### src/rtl/multi_channel_framer.sv
// rtl/multi_channel_framer.sv - multi-channel sample collector emitting checksummed byte frames
module multi_channel_framer #(
    parameter int         NUM_CH = 3,
    parameter int         DW     = 16,
    parameter int         DECIM  = 1,
    parameter logic [7:0] SYNC0  = 8'hA5,
    parameter logic [7:0] SYNC1  = 8'h5A
) (
    input  logic                   clk,
    input  logic                   rst,
    input  logic                   en_i,
    input  logic [NUM_CH*DW-1:0]   data_i,
    input  logic [NUM_CH-1:0]      valid_i,
    input  logic                   fifo_full_i,
    output logic [7:0]             uart_data,
    output logic                   wr_en_o,
    output logic                   busy_o,
    output logic [7:0]             overrun_cnt_o
);

    localparam int              NB        = (DW + 7) / 8;
    localparam int              NPB       = NUM_CH * NB;
    localparam int              L         = 5 + NPB;
    localparam int              IW        = 6;
    localparam int              DCW       = 9;
    localparam logic [7:0]      LEN       = 8'(NPB);
    localparam logic [IW-1:0]   LAST_IDX  = IW'(L - 1);
    localparam logic [DCW-1:0]  DCNT_LAST = DCW'(DECIM - 1);

    typedef enum logic {S_IDLE, S_SEND} state_t;

    state_t             r_state;
    logic [DW-1:0]      r_hold [NUM_CH];
    logic [NUM_CH-1:0]  r_fresh;
    logic [DCW-1:0]     r_dcnt;
    logic [7:0]         r_seq;
    logic [IW-1:0]      r_idx;
    logic [7:0]         r_pay [NPB];
    logic [7:0]         r_chk;
    logic [7:0]         r_uart_data;
    logic [7:0]         r_ovr;
    logic               r_busy;

    logic               w_complete;
    logic               w_clr;
    logic               w_fire;
    logic               w_snap;
    logic               w_wr;
    logic [IW-1:0]      w_nidx;
    logic [7:0]         w_next_byte;
    logic [NB*8-1:0]    w_ext;
    logic [7:0]         w_snap_bytes [NPB];
    logic [7:0]         w_chk;
    logic [NUM_CH-1:0]  w_ovr_hits;
    logic [3:0]         w_ovr_n;
    logic [8:0]         w_ovr_sum;
    logic [7:0]         w_ovr_next;

    // Set detection works on registered fresh flags; flags are dropped whenever IDLE consumes or discards a set
    assign w_complete = &r_fresh;
    assign w_clr      = (r_state == S_IDLE) && (!en_i || w_complete);
    assign w_fire     = (r_state == S_IDLE) && en_i && w_complete;
    assign w_snap     = w_fire && (r_dcnt == DCNT_LAST);
    assign w_wr       = (r_state == S_SEND) && !fifo_full_i;
    assign w_nidx     = r_idx + IW'(1);

    assign uart_data     = r_uart_data;
    assign wr_en_o       = w_wr;
    assign busy_o        = r_busy;
    assign overrun_cnt_o = r_ovr;

    // Split the hold registers into zero-extended payload bytes and sum them with SEQ and LEN for the checksum
    always_comb begin
        w_ext = '0;
        w_chk = r_seq + LEN;
        for (int k = 0; k < NUM_CH; k++) begin
            w_ext = '0;
            w_ext[DW-1:0] = r_hold[k];
            for (int b = 0; b < NB; b++) begin
                w_snap_bytes[k*NB+b] = w_ext[8*b +: 8];
                w_chk = w_chk + w_ext[8*b +: 8];
            end
        end
    end

    // Byte that follows the one currently presented; the CHK byte is the fallback for the last index
    always_comb begin
        w_next_byte = r_chk;
        for (int i = 0; i < NPB; i++) begin
            if (w_nidx == IW'(i + 4)) begin
                w_next_byte = r_pay[i];
            end
        end
        if (w_nidx == IW'(1)) begin
            w_next_byte = SYNC1;
        end else if (w_nidx == IW'(2)) begin
            w_next_byte = r_seq;
        end else if (w_nidx == IW'(3)) begin
            w_next_byte = LEN;
        end
    end

    // A sample is dropped when it lands on a still-fresh channel that is not being consumed this cycle
    always_comb begin
        w_ovr_hits = valid_i & r_fresh & ~{NUM_CH{w_clr}};
        w_ovr_n    = '0;
        for (int k = 0; k < NUM_CH; k++) begin
            w_ovr_n = w_ovr_n + 4'(w_ovr_hits[k]);
        end
        w_ovr_sum  = {1'b0, r_ovr} + 9'(w_ovr_n);
        w_ovr_next = (w_ovr_sum > 9'd255) ? 8'hFF : w_ovr_sum[7:0];
    end

    // Capture, decimation and frame emission state machine with registered outputs
    always_ff @(posedge clk) begin
        if (rst) begin
            r_state     <= S_IDLE;
            r_fresh     <= '0;
            r_dcnt      <= '0;
            r_seq       <= '0;
            r_idx       <= '0;
            r_chk       <= '0;
            r_uart_data <= '0;
            r_ovr       <= '0;
            r_busy      <= 1'b0;
            for (int k = 0; k < NUM_CH; k++) begin
                r_hold[k] <= '0;
            end
            for (int i = 0; i < NPB; i++) begin
                r_pay[i] <= '0;
            end
        end else begin
            // A new sample always lands, even on the snapshot edge; the snapshot sees the old value
            for (int k = 0; k < NUM_CH; k++) begin
                if (valid_i[k]) begin
                    r_hold[k] <= data_i[k*DW +: DW];
                end
            end
            r_fresh <= (w_clr ? '0 : r_fresh) | valid_i;
            r_ovr   <= w_ovr_next;

            case (r_state)
                S_IDLE: begin
                    if (w_fire) begin
                        if (w_snap) begin
                            for (int i = 0; i < NPB; i++) begin
                                r_pay[i] <= w_snap_bytes[i];
                            end
                            r_chk       <= w_chk;
                            r_dcnt      <= '0;
                            r_idx       <= '0;
                            r_uart_data <= SYNC0;
                            r_busy      <= 1'b1;
                            r_state     <= S_SEND;
                        end else begin
                            r_dcnt <= r_dcnt + DCW'(1);
                        end
                    end
                end
                S_SEND: begin
                    if (w_wr) begin
                        if (r_idx == LAST_IDX) begin
                            r_seq       <= r_seq + 8'd1;
                            r_idx       <= '0;
                            r_uart_data <= '0;
                            r_busy      <= 1'b0;
                            r_state     <= S_IDLE;
                        end else begin
                            r_idx       <= w_nidx;
                            r_uart_data <= w_next_byte;
                        end
                    end
                end
                default: r_state <= S_IDLE;
            endcase
        end
    end

endmodule

### config.mk
export PLATFORM = sky130hd
export DESIGN_NAME = multi_channel_framer
export DESIGN_NICKNAME = d
export VERILOG_FILES = /design/src/rtl/multi_channel_framer.sv
export SDC_FILE = /design/constraint.sdc
export NUM_CORES = 1
export LEC_CHECK = 0
export BUFFER_PORTS_ARGS = -buffer_cell sky130_fd_sc_hd__buf_2
export CAP_MARGIN = 20
export CORE_MARGIN = 5
export CORE_UTILIZATION = 40
export DETAILED_ROUTE_END_ITERATION = 8
export MAX_ROUTING_LAYER = met4
export PLACE_DENSITY = 0.66
export SYNTH_ARGS = -nofsm -noshare
export SYNTH_HDL_FRONTEND = slang
export SYNTH_SLANG_ARGS = --single-unit
### constraint.sdc
create_clock -name clk -period 5.95 [get_ports clk]
set_input_delay 1.785 -clock clk [delete_from_list [all_inputs] [get_ports clk]]
set_output_delay 1.785 -clock clk [all_outputs]
set_load 0.05 [all_outputs]
==> key figures <==
Floorplan
  • Initial core utilization: 40.2%
  • Core area: 20100 µm²
  • Die width: 152 µm
  • Num rows: 52
  • Die area: 23200 µm²
  • I/O pins: 73
  • Die Y: 152 µm

Place
  • Hpwl dp: 14300 µm
  • Count of port buffers added during placement: 72
  • GPL Wtd Cong: 0.958
  • Cells after DPL: 1058
  • Worst slack at placement: 1380 ps

Run status
  • Status: finished clean

CTS
  • Clk_lat worst skew: 430 ps
  • Number of gates resized after CTS: 0
  • Bufs on Longest Clock Path: 2
  • CTS tree: built
  • CTS Hold Bufs: 0
  • H-tree levels: 4
  • # clock sinks: 148
  • Num CTS Buffers: 17
  • Root Driver: clkbuf_16
  • Post-CTS setup buffers: 0
  • Clock transition at the registers of the reported paths: 60 ps

Finish
  • Layout Nets: 917
  • Layout Utilization: 46.2%
  • Layout cell share with drive strength beyond 1: 16.5%
  • Fill count: 1869
  • Area growth from synthesis to layout: 14.8%
  • Fin cells: 1090
  • Ant. Diodes: 0
  • Sequential cell area: 3920 µm²
  • Area of the multi-input gates: 3800 µm²

Power
  • Clock share of power: 33.8%
  • Sw Pwr: 959 µW
  • Register share of total power: 38.1%
  • Internal power: 2140 µW
  • Worst VDD drop: 0.000203 V
  • Net Sw Frac: 30.9%
  • Logic pwr share: 28.1%
  • Leak Pwr: 0.00378 µW
  • Pwr Density: 334 nW/µm²

Timing
  • Fin. max-slew vios: 0
  • Fmax: 219 MHz
  • Setup Viol. Count Final: 0
  • Worst setup margin: 1390 ps
  • Clk_skew: 12.2 ps
  • Worst Tran Pin Value: 980 ps
  • Final Hold Viols: 0
  • Setup TNS Final: 0 ps
  • Post-layout min period: 4560 ps
  • Slew HR: 34.7%
  • Fin crit share: 76.6%
  • RSZ-0062 raised after global routing: no

Synthesis
  • Gate count of the mapped netlist: 741
  • Post-synthesis mux area share: 0.649%
  • Post-synthesis simple-gate area fraction: 18.9%
  • Syn Area/Cell: 10.9 µm²
  • Synth Flop Type: edfxtp_1
  • Yosys warns: 0
  • XOR/XNOR Fraction of Synth Area: 3.25%
  • Flops & latches, synth: 148
  • Unique masters post-synth: 79
  • Mapped Nets: 851
  • Synth Area in Adders: 11.7%
  • Synth Cell Area: 8090 µm²
  • Asr flop ratio synth: 0%
  • Main combinational cell family by area after synthesis: simple AND/OR/NAND/NOR gates
  • Post-synth EDFFs: 96
  • Compound-Gate Fraction of Synth Area: 12.5%
  • Seq/Total Area, Yosys: 48.5%

Route
  • Routed Antenna Nets: 0
  • DR iter-0 viols: 421
  • Via Count: 5684
  • DRC violations left: 0
  • Post-DR wirelength/cell: 17.5 µm
  • Routed WL: 19100 µm
  • Routed vias/inst: 5.21
  • First drt pass iteration count: 5

Critical path
  • R2R setup slack: 1750 ps
  • RR Endpoint: r_chk[6]
  • Worst Setup End Kind: primary output
  • CP required: 4160 ps
  • Crit-path cells: buf_2 -> nand2b_1 -> clkinv_1 -> buf_2
  • WP data arrival: 2770 ps
  • CP Launch Type: input port
  • WP buf/inv: 3
  • Critical path peak fanout: 9
  • CP delay by family, top: buffers and inverters
  • Reg2Reg Launch Point: r_hold[0][10]
  • Most used cell along the critical path: buf_2
  • Slowest cell on crit path: clkinv_1
  • Worst stage delay on the critical path: 310 ps
  • Crit Path Class: in -> out
  • Worst-case reg-to-reg path depth: 15
  • Worst Setup SP: fifo_full_i

Min path
  • Worst Hold Class: reg -> reg
  • Worst hold stages: 2
  • Min-delay src: r_chk[5]
  • Worst Hold End: r_chk[5]

Global routing
  • Initial antenna violation count: 0
  • Gr ovfl total: 0
  • First-pass GRT wire length: 31100 µm
  • Vias in the first global route: 5665
  • Largest net degree at the start of global routing: 68
  • Total track usage: 17.4%

Job
  • Max-Cap Viols: 0
## sequential cells by signal, indices dropped and copies added (netlist names)
name,flops
r_pay,48
r_state,1
r_hold,48
r_idx,6
r_seq,8
uart_data,8
r_dcnt,9
r_chk,8
busy_o,1
overrun_cnt_o,8
r_fresh,3
## power groups by stage
stage	sequential [µW]	combinational (µW)	clock (µW)
finish	1180	871	1050
global route	1190	991	1110
CTS	1180	882	1060
detailed placement	1200	874	0
global placement	1200	859	0
floorplan	1200	676	0
## cell type report
cell class / count / area share [%]
Inverter: 62 / 2.51
Clock inverter: 14 / 1.52
Timing Repair Buffer: 80 / 4.53
Multi-Input combinational cell: 498 / 40.9
Clock buffer: 18 / 4.62
Tap cell: 270 / 3.64
Sequential cell: 148 / 42.2
## metrics by stage
step,hold WS (ps),cell area [µm²],total power (µW)
finish,494,9290,3100
detailed placement,484,8720,2080
floorplan,436,8090,1870
CTS,491,9290,3130
global placement,474,8720,2060
global route,538,9290,3290
## worst min-delay path: cells and delay by family, from the launching register on
kind               cells  cell delay (ps)
and+or+nand+nor        1               60
AOI/OAI and AO/OA      1               60
DFF                    1              330
## metal layers
metal	up-vias	track usage [%]	share of wire, %
met2	157	25.5	45
met5	-	-	0
met4	0	5.18	1.6
li1	2783	-	-
met1	2719	24.3	48
met3	25	3.86	5.4
## cells in the final DEF, fill, tap and decap left out, drive strengths merged, types with 11 or more instances in the layout
| cell type | count |
|---|---|
| a21oi | 29 |
| and2 | 53 |
| and3 | 53 |
| buf | 80 |
| clkbuf | 18 |
| dfxtp | 52 |
| edfxtp | 96 |
| fa | 34 |
| ha | 21 |
| inv | 69 |
| nand2 | 30 |
| nand3 | 11 |
| nor2 | 55 |
| nor3 | 11 |
| o21ai | 21 |
| xnor2 | 23 |
## cell usage after synthesis, drive strengths merged, types with 8 or more instances
| master | instances | area [µm²] |
|---|---|---|
| nand4 | 10 | 77.6 |
| and3 | 53 | 332 |
| edfxtp | 96 | 2880 |
| fa | 34 | 681 |
| dfxtp | 52 | 1040 |
| nor2b | 9 | 56.3 |
| ha | 21 | 263 |
| clkbuf | 27 | 101 |
| a211oi | 8 | 60.1 |
| and2 | 53 | 332 |
| a22oi | 8 | 60.1 |
| nor2 | 55 | 216 |
| o21ai | 21 | 105 |
| nor3 | 11 | 76.3 |
| xnor2 | 23 | 201 |
| nand2b | 8 | 52.6 |
| inv | 61 | 229 |
| nand2 | 30 | 113 |
| o22ai | 9 | 68.8 |
| nand3 | 11 | 55.1 |
| a21oi | 29 | 145 |
## kinds of logic after synthesis
logic type                 after synthesis
DFF                                    148
xor gates and xnor gates                30
buffers and inverters                   95
muxes                                    5
adders and majority gates               55
and+or+nand+nor                        270
AOI/OAI and AO/OA                      138
## worst max path at each step
stage	depth (start not counted)	slack [ps]	endpoint
2_1_floorplan	2	1680	wr_en_o
3_3_place_gp	4	1420	wr_en_o
3_5_place_dp	4	1380	wr_en_o
4_1_cts	4	1390	wr_en_o
5_1_grt	4	1320	wr_en_o
6_report	4	1390	wr_en_o
(Power assumes the default switching activity.)
